`config.mk`:
```
export PLATFORM = sky130hd
export DESIGN_NAME = spi_transaction_fsm
export DESIGN_NICKNAME = d
export VERILOG_FILES = /design/src/rtl/spi_transaction_fsm.sv
export SDC_FILE = /design/constraint.sdc
export NUM_CORES = 1
export LEC_CHECK = 0
export ABC_AREA = 1
export CAP_MARGIN = 10
export CORE_ASPECT_RATIO = 1.2
export CORE_UTILIZATION = 41
export DETAILED_ROUTE_END_ITERATION = 16
export PLACE_DENSITY = 0.78
export SYNTH_ARGS = -nofsm -noshare
export SYNTH_HDL_FRONTEND = slang
export SYNTH_SLANG_ARGS = --single-unit
```
`constraint.sdc`:
```
create_clock -name clk -period 1.3 [get_ports clk]
set_input_delay 0.195 -clock clk [delete_from_list [all_inputs] [get_ports clk]]
set_output_delay 0.195 -clock clk [all_outputs]
set_load 0.01 [all_outputs]
```
`src/rtl/spi_transaction_fsm.sv`:
```
// SPI slave transaction controller: counts SCLK pulses, decodes the {address, rw} command
// byte and sequences either the shift-register load (read) or the memory write strobe (write).
module spi_transaction_fsm #(
  parameter int width     = 8,
  parameter int addrWidth = 7
) (
  input  logic                 clk,
  input  logic                 resetN,
  input  logic                 csN,
  input  logic                 peripheralClkEdge,
  input  logic [width-1:0]     shiftRegOut,
  output logic [addrWidth-1:0] address,
  output logic                 parallelLoad,
  output logic                 dataMemWriteEnable,
  output logic                 misoBufferEnable,
  output logic                 busy
);

  // state        | meaning
  // IDLE         | chip deselected, all outputs low
  // GET_CMD      | shifting in the command byte
  // LATCH_CMD    | one cycle: capture address, pick read or write path
  // READ_LOAD    | parallelLoad held until the next SCLK pulse performs the load
  // READ_SHIFT   | shifting the read word out on MISO
  // WRITE_SHIFT  | shifting in the write data word
  // WRITE_COMMIT | one-cycle memory write strobe
  // DONE         | word finished, extra pulses ignored until csN rises

  localparam int countWidth = $clog2(width + 1);
  localparam logic [countWidth-1:0] lastCount = countWidth'(width - 1);

  typedef enum logic [2:0] {
    IDLE,
    GET_CMD,
    LATCH_CMD,
    READ_LOAD,
    READ_SHIFT,
    WRITE_SHIFT,
    WRITE_COMMIT,
    DONE
  } txnStateT;

  txnStateT              state;
  txnStateT              nextState;
  logic [countWidth-1:0] bitCount;
  logic                  lastPulse;

  assign lastPulse = peripheralClkEdge && (bitCount == lastCount);

  always_comb begin
    nextState = state;
    if (state != IDLE && csN) begin
      nextState = IDLE;
    end else begin
      case (state)
        IDLE:         if (!csN) nextState = GET_CMD;
        GET_CMD:      if (lastPulse) nextState = LATCH_CMD;
        LATCH_CMD:    nextState = shiftRegOut[0] ? READ_LOAD : WRITE_SHIFT;
        READ_LOAD:    if (peripheralClkEdge) nextState = READ_SHIFT;
        READ_SHIFT:   if (lastPulse) nextState = DONE;
        WRITE_SHIFT:  if (lastPulse) nextState = WRITE_COMMIT;
        WRITE_COMMIT: nextState = DONE;
        DONE:         nextState = DONE;
        default:      nextState = IDLE;
      endcase
    end
  end

  // The load pulse in READ_LOAD also shifts out the first data bit, so it is counted.
  always_ff @(posedge clk or negedge resetN) begin
    if (!resetN) begin
      state              <= IDLE;
      bitCount           <= '0;
      address            <= '0;
      parallelLoad       <= 1'b0;
      dataMemWriteEnable <= 1'b0;
      misoBufferEnable   <= 1'b0;
      busy               <= 1'b0;
    end else begin
      state <= nextState;

      case (state)
        GET_CMD, READ_LOAD, READ_SHIFT, WRITE_SHIFT:
          if (peripheralClkEdge) bitCount <= bitCount + countWidth'(1);
        default:
          bitCount <= '0;
      endcase
      if (csN) bitCount <= '0;

      if (state == LATCH_CMD && !csN) address <= shiftRegOut[width-1:1];

      parallelLoad       <= (nextState == READ_LOAD);
      misoBufferEnable   <= (nextState == READ_LOAD) || (nextState == READ_SHIFT);
      dataMemWriteEnable <= (nextState == WRITE_COMMIT);
      busy               <= (nextState != IDLE);
    end
  end

endmodule
```
-- Word-level counts from Yosys, hierarchy flattened
Cells that the tools add are included.
- bits in registers: 18
- bits in latches: 0
- bits in writable memories: 0
- bits in read-only memories: 0
- input port bits: 12
- output and inout bits: 11
- memories: 0
- $add $sub $neg: 1
- multipliers: 0
- div/mod/pow operators: 0
- $lt $le $gt $ge: 0
- equality and inequality tests: 12
- shift-type cells: 0
- mux-type cells: 11
- bitwise gates (word level): 0
- reductions and logical operators: 10
- operators by type and width (operator ; number):
    $mux 3 ; 7
    $pmux 3 s7 ; 1
    $eq 3x3->1 const B ; 6
    $mux 4 ; 3
    $eq 3x2->1 const B ; 3
    $reduce_bool 3->1 ; 2
    $add 4x1->4 const B ; 1
    $eq 4x3->1 const B ; 1
    $reduce_or 4->1 ; 1
    $eq 3x1->1 const B ; 1
    $logic_and 1x1->1 ; 3
    $logic_not 3->1 ; 1
    $ne 3x3->1 const B ; 1
    $reduce_or 2->1 ; 1
    $logic_not 1->1 ; 1
    $logic_or 1x1->1 ; 1

-- Longest topological paths before layout
Gate-level depths: netlist of the first run.
- depth in word-level cells: 7
- mapped depth: 10

-- Worst setup path after synthesis of the first run
OpenSTA, ideal clock, no wires.
- kind: register -> register
- start: register bitCount[0]
- end: register misoBufferEnable
- setup time: 0.074 ns
- arrival: 1.215 ns
- data required time: 1.226 ns
- path slack: 0.010 ns
- stages on the path, launching flop included: 11
- buffers on the path: 0
- period minus slack after synthesis: 1.290 ns
- path through: dfrtp_1 ha_1 nand2_2 inv_1 nand2_1 nor2_1 nor2_1 nand2_2 nor2_2 nand2_1 o21ai_2
- word-level cells in the longest chain between the ends: 7
- elaborated cells between the ends (all ways): 10
- those cells by class: eq/ne (3); mux (5); reduce/logical (2)
- ends and longest elaborated chain (what ; line ; RTL):
    start, declared ; 45 ; logic [countWidth-1:0] bitCount;
    start signal, assigned ; 84 ; if (peripheralClkEdge) bitCount <= bitCount + countWidth'(1);
    $eq 4x3->1 * ; 48 ; assign lastPulse = peripheralClkEdge && (bitCount == lastCount);
    $logic_and 1x1->1 * ; 48 ;
    $mux 3 (on tied branches) ; 61, 57, 60 ;
    $pmux 3 s7 * ; 55 ; case (state)
    $mux 3 * ; 52 ; if (state != IDLE && csN) begin
    $eq 3x2->1 / $eq 3x3->1 (equally long branches) ; 93 ; misoBufferEnable <= (nextState == READ_LOAD) || (nextState == READ_SHIFT);
    $logic_or 1x1->1 * ; 93 ;
    end signal, assigned ; 93 ;
    end, declared ; 15 ; output logic misoBufferEnable,
Every way passes the cells marked *; elsewhere a longest branch is shown, timed or not.
A chain may end at the register's enable or synchronous reset.

-- Worst setup path in the final report of the first run
- start: register bitCount[1]
- end: register misoBufferEnable
Same word-level chain as after synthesis.

==> results of run 1 <==
-- sequential cells by signal, summed over array words and instances, names as in the netlist --
name	cells
address	7
misoBufferEnable	1
bitCount	4
dataMemWriteEnable	1
busy	1
parallelLoad	1
state	3
-- cell families after synthesis --
kind of cell               count (synthesis)  synth area share [%]
buffers and inverters                     16                  7.23
DFF                                       18                  51.1
AOI/OAI and AO/OA                          7                  5.82
adders and majority gates                  1                  1.42
and+or+nand+nor                           47                  25.5
muxes                                      7                  8.94
-- routing by layer --
metal	up-vias	GRT usage, %	wire [um]
li1	379	-	-
met5	-	0	0
met4	0	7.58	46
met3	6	2.07	49
met2	18	32.4	1120
met1	401	23.4	796
-- worst reg2reg max path, delay by kind of cell, from the launching register on --
family / cells / cell delay, ns
flops: 1 / 0.40
compound gates: 1 / 0.06
buf+inv: 1 / 0.05
simple gates: 7 / 0.58
fa+ha+maj: 1 / 0.19
-- report_power, final --
part	internal [W]	total (W)	switching (W)
clock network	0.000171	0.000347	0.000176
registers	0.000583	0.000597	0.0000138
logic	0.0000895	0.000168	0.0000789
total	0.000843	0.00111	0.000269
-- path summary, 6_finish.rpt --
| check | cells after the start | slack [ns] | endpoint |
|---|---|---|---|
| setup / recovery | 10 | -0.04 | misoBufferEnable |
| hold / removal | 2 | 0.22 | address[4] |
| setup reg to reg | 10 | -0.04 | misoBufferEnable |
| hold reg to reg | 1 | 0.51 | address[5] |
| max in group asynchronous | 2 | 0.86 | state[1] |
| min in group clk | 1 | 0.51 | address[5] |
-- area by class of cell --
class	instances	area, sq um
Clock buffer	4	36.3
Fill cell	175	757
Inverter	15	56.3
Multi-Input combinational cell	62	413
Sequential cell	18	453
Tap cell	30	37.5
Timing Repair Buffer	34	297
-- through the flow --
stage               setup TNS, ns  hold slack [ns]
finish                    -0.0716            0.220
global route               -0.408            0.236
CTS                        -0.192            0.225
detailed placement          -1.91            0.497
global placement            -1.59            0.488
floorplan                       0           -0.101
-- cell usage in the layout (no fill, tap or decap), types with 4 or more instances in the layout --
| master | instances |
|---|---|
| nor2_1 | 7 |
| nand3_1 | 7 |
| dfrtp_1 | 16 |
| inv_1 | 11 |
| nand2_1 | 13 |
| buf_4 | 12 |
| mux2_2 | 7 |
| inv_2 | 4 |
| dlygate4sd2_1 | 11 |
| clkdlybuf4s50_1 | 11 |
| nand2_2 | 6 |
| nor2_2 | 6 |
-- repair_timing --
item / in CTS / in global routing
endpoints found under the setup margin: 22 / 14
gates resized for setup: 15 / 10
pin swaps: 3 / 5
endpoints found under the hold margin: 0 / 0
buffers inserted: 2 / 2
==> results.yml, run 1 <==
critical_path:
  arrival_ns: 1.57
  crit_buf_inv: 1
  worstPathRequired_ns: 1.53
  crit_slowest_cell: "dfrtp_1"
  worstPathMaxFanout: 3
  cpLargestDelayFamily: "simple AND/OR/NAND/NOR gates"
  max_stage_delay_ns: 0.40
  crit_path_end_kind: "flop"
  startpoint_type: "flop"
  worst-setup-path-type: "reg2reg"
  worstSetupStartpoint: "bitCount[1]"
  crit_chain: "ha_2, nand2_2, inv_2, nand2_2, nor2_2, nor2_2, nand2_2, nor2_2, nand2_1, o21ai_2"
  r2r_start: "bitCount[1]"
routing:
  drt_iter0_markers: 6
  vias_per_cell: 4.93
  dr.pass1.iters: 4
  drc: 0
  routedWlPerCell_um: 12.3
  ant_nets: 0
  vias: 804
  finalWirelength_um: 2010
power_and_ir_drop:
  finalPower_w: 0.00111
  leakagePower_nw: 0.660
  cellPowerDensity_nw_per_um2: 861
  peakVddDrop_uv: 699
layout:
  final_nets: 147
  drive_gt1_share_pct: 37.6
  final_cell_area_sq_um: 1290
  antennaDiodeCount: 0
  stdcell_count: 163
  final_util_pct: 63.1
  syn2layout_area_growth_pct: 46.5
placement:
  post_dp_cell_area_sq_um: 1190
  port_buffers: 22
  post-place-ws_ns: -0.246
  dpl.hpwl_um: 1470
  gp_congestion: 0.864
  placed_cells: 155
grt:
  antenna_found_initial: 0
  globalRouteOverflowTotal: 0
  grt_pass1_wl_um: 3150
  grt_usage_pct: 18.7
  grt_max_degree: 19
  grt_pass1_vias: 705
outcome:
  status: "complete, but fails checks"
  violations: "setup timing"
clocking:
  tritoncts: "built"
  root_buffer: "clkbuf_4"
  insertion_delay_ns: 0.29
  path_clk_slew_ns: 0.11
  cts_sinks: 18
  h-tree-depth: 1
  cts_buffers: 3
  hold_buffers: 0
  clock_path_buffers: 2
timing:
  hold_viol: 0
  worst_clock_skew_ns: 0.00610
  setup_viol: 3
  slew_headroom_pct: 84.5
  fmax_mhz: 747
  rsz0062_at_grt: "true"
  setup_ws_ns: -0.0391
  period_share_pct: 103
  worst_pin_slew_ns: 0.232
  slew_viol_final: 0
  min_period_ns: 1.34
yosys:
  synth_edf_count: 0
  yosys_warnings: 0
  synth_top_cell_area_share_pct: 51.1
  syn_inst: 96
  synth_area_sq_um: 882
  yosysMostFrequentCell: "dfrtp_1"
  synthArstFlopShare_pct: 100
  synth.distinct_cells: 20
  synth_flop_cell: "dfrtp_1"
  synthTopCellsByCount: "dfrtp_1 (18), nand2_1 (15), inv_1 (12)"
  synth_top_area_cell: "dfrtp_1"
  netlist_top_cells_area: "dfrtp_1 (51%), mux2_2 (8.9%), nand2_1 (6.4%), nand3_1 (5.1%), inv_1 (5.1%)"
  ys_ff_latch: 18
  ys_seq_area_share_pct: 51.1
  synth.avg_cell_area_sq_um: 9.19
  syn_nets: 109
worst_hold_path:
  hold_class: "in2async"
floorplanning:
  initial_core_util_pct: 43.0
  die_height_um: 52.8
  rows: 18
  num_io_pins: 23
  die_w_um: 44.3
  core-area_sq_um: 2050
  die-area_sq_um: 2340
flow_run:
  cap_violations: 0
Note: power is estimated with default switching activity, not from simulation.
==> run 2, diff against run 1 <==
SLEW_MARGIN = 20   (was not set)
==> results of run 2 <==
The final DEF is identical to that of run 1; final timing and power are the same.
==> run 3, diff against run 2 <==
--- a/config.mk
+++ b/config.mk
@@ -8,3 +8,2 @@
 export ABC_AREA = 1
-export CAP_MARGIN = 10
 export CORE_ASPECT_RATIO = 1.2
==> constraint.sdc (replaced) <==
create_clock -name clk -period 1.3 [get_ports clk]
set_input_delay 0.39 -clock clk [delete_from_list [all_inputs] [get_ports clk]]
set_output_delay 0.39 -clock clk [all_outputs]
set_load 0.01 [all_outputs]
==> run 3 against run 2 <==
Effect of this change:
- the flow still finishes with violations (setup timing)
- maximum frequency fell by 1.6%
- cell count shrank 0.61%
- global-route usage is 0.61 points lower
- die area is the same
- sequential power about the same
- via count fell by 4.2%
- setup slack worse by 0.021 ns
- flip-flop and latch count did not move
- non-clock buffer count fell by 1
- largest cell class unchanged
==> results.yml, run 3 (synthesis gave the netlist of run 1 again) <==
clocking:
  cts_sinks: 18
  cts_buffers: 3
  path_clk_slew_ns: 0.11
  h-tree-depth: 1
  clock_path_buffers: 2
  insertion_delay_ns: 0.30
  tritoncts: "built"
  hold_buffers: 0
  root_buffer: "clkbuf_4"
floorplanning:
  die-area_sq_um: 2340
  num_io_pins: 23
  core-area_sq_um: 2050
  initial_core_util_pct: 43.0
  rows: 18
  die_height_um: 52.8
  die_w_um: 44.3
grt:
  grt_max_degree: 19
  grt_pass1_vias: 728
  antenna_found_initial: 0
  grt_usage_pct: 18.1
  globalRouteOverflowTotal: 0
  grt_pass1_wl_um: 3100
power_and_ir_drop:
  switchingPower_w: 0.000275
  seqPwrFrac_pct: 53.5
  p_int_w: 0.000839
  pwr-share-clk_pct: 31.8
  peakVddDrop_uv: 751
  finalPower_w: 0.00111
  combPwrFrac_pct: 14.7
  leakagePower_nw: 0.628
  switching_share_pct: 24.7
  cellPowerDensity_nw_per_um2: 911
outcome:
  violations: "setup timing"
  status: "complete, but fails checks"
routing:
  drc: 0
  routedWlPerCell_um: 12.2
  vias: 770
  dr.pass1.iters: 4
  ant_nets: 0
  vias_per_cell: 4.75
  drt_iter0_markers: 6
  finalWirelength_um: 1970
timing:
  rsz0062_at_grt: "true"
  min_period_ns: 1.36
  slew_viol_final: 0
  setup_viol: 10
  setup_ws_ns: -0.0606
  worst_clock_skew_ns: 0.00639
  fmax_mhz: 735
  period_share_pct: 105
  slew_headroom_pct: 84.4
  worst_pin_slew_ns: 0.235
  hold_viol: 0
flow_run:
  cap_violations: 0
placement:
  post-place-ws_ns: -0.430
  port_buffers: 22
  dpl.hpwl_um: 1400
  gp_congestion: 0.875
critical_path:
  cpLargestDelayFamily: "buffers and inverters"
  startpoint_type: "input port"
  crit_slowest_cell: "clkdlybuf4s50_1"
  crit_path_end_kind: "flop"
  worst-setup-path-type: "in2reg"
  worstPathMaxFanout: 7
  max_stage_delay_ns: 0.51
  crit_buf_inv: 2
  crit_chain: "clkdlybuf4s50_1, inv_1, nand3_2, mux2_2"
  worstPathRequired_ns: 1.49
  arrival_ns: 1.55
layout:
  final_nets: 146
  drive_gt1_share_pct: 41.7
  syn2layout_area_growth_pct: 38.6
  antennaDiodeCount: 0
  largest_reg_flops: 7
  final_cell_mix: "dfrtp_1 (17), nand2_1 (14), inv_1 (11), buf_4 (11)"
  regMostFlops: "address"
  mostFrequentLayoutCell: "dfrtp_1"
  reg_top3: "address x7, bitCount x4, state x3"
  nFillCells: 169
worst_hold_path:
  hold_class: "in2async"
-- run 3: power by group through the flow --
stage / sequential, W / clock (W) / combinational, W
CTS: 0.000596 / 0.000356 / 0.000169
global placement: 0.000607 / 0 / 0.000170
detailed placement: 0.000608 / 0 / 0.000176
floorplan: 0.000617 / 0 / 0.0000510
global route: 0.000600 / 0.000373 / 0.000178
finish: 0.000596 / 0.000354 / 0.000164
-- run 3: cell type report --
type	instances	area, sq um	share of cell area (%)
inverters	15	56.3	4.61
clock buffers	4	36.3	2.97
multi-input cells	62	394	32.2
flip-flops and latches	18	452	36.9
well taps	30	37.5	3.07
repair buffers	33	246	20.2
-- run 3: worst paths after layout --
path	slack, ns	endpoint	startpoint	cells after the start
min in group clk	0.51	address[5]	address[5]	1
max in group asynchronous	0.67	state[1]	resetN	2
worst min register to register	0.51	address[5]	address[5]	1
worst max register to register	-0.05	misoBufferEnable	bitCount[0]	10
worst max-delay path	-0.06	address[6]	csN	4
worst min-delay path	0.41	address[4]	resetN	2
-- run 3: what timing repair did --
item / 4_1_cts / 5_1_grt
setup buffers: 2 / 1
endpoints found under the setup margin: 23 / 22
endpoints found under the hold margin: 0 / 0
gates cloned: 0 / 0
gates resized for setup: 39 / 11
pin swaps: 5 / 5
-- run 3: metrics by stage --
| stage | instances | hold WS (ns) | setup TNS, ns | cell area, sq um | utilization (%) |
|---|---|---|---|---|---|
| 2_1_floorplan | 96 | 0.0944 | 0 | 882 | - |
| 3_3_place_gp | 155 | 0.487 | -4.57 | 1190 | 58.2 |
| 3_5_place_dp | 155 | 0.497 | -5.37 | 1190 | 58.2 |
| 4_1_cts | 161 | 0.422 | -0.471 | 1250 | 61.1 |
| 5_1_grt | 162 | 0.427 | -1.19 | 1220 | 59.6 |
| 6_report | 162 | 0.409 | -0.466 | 1220 | 59.6 |
-- run 3: per-layer routing --
| metal | track usage [%] | vias to the layer above | wire, um |
|---|---|---|---|
| met5 | 0 | - | 0 |
| met4 | 7.58 | 0 | 29 |
| met3 | 2.07 | 5 | 57 |
| met2 | 32.4 | 19 | 1070 |
| met1 | 21.5 | 371 | 815 |
| li1 | - | 375 | - |
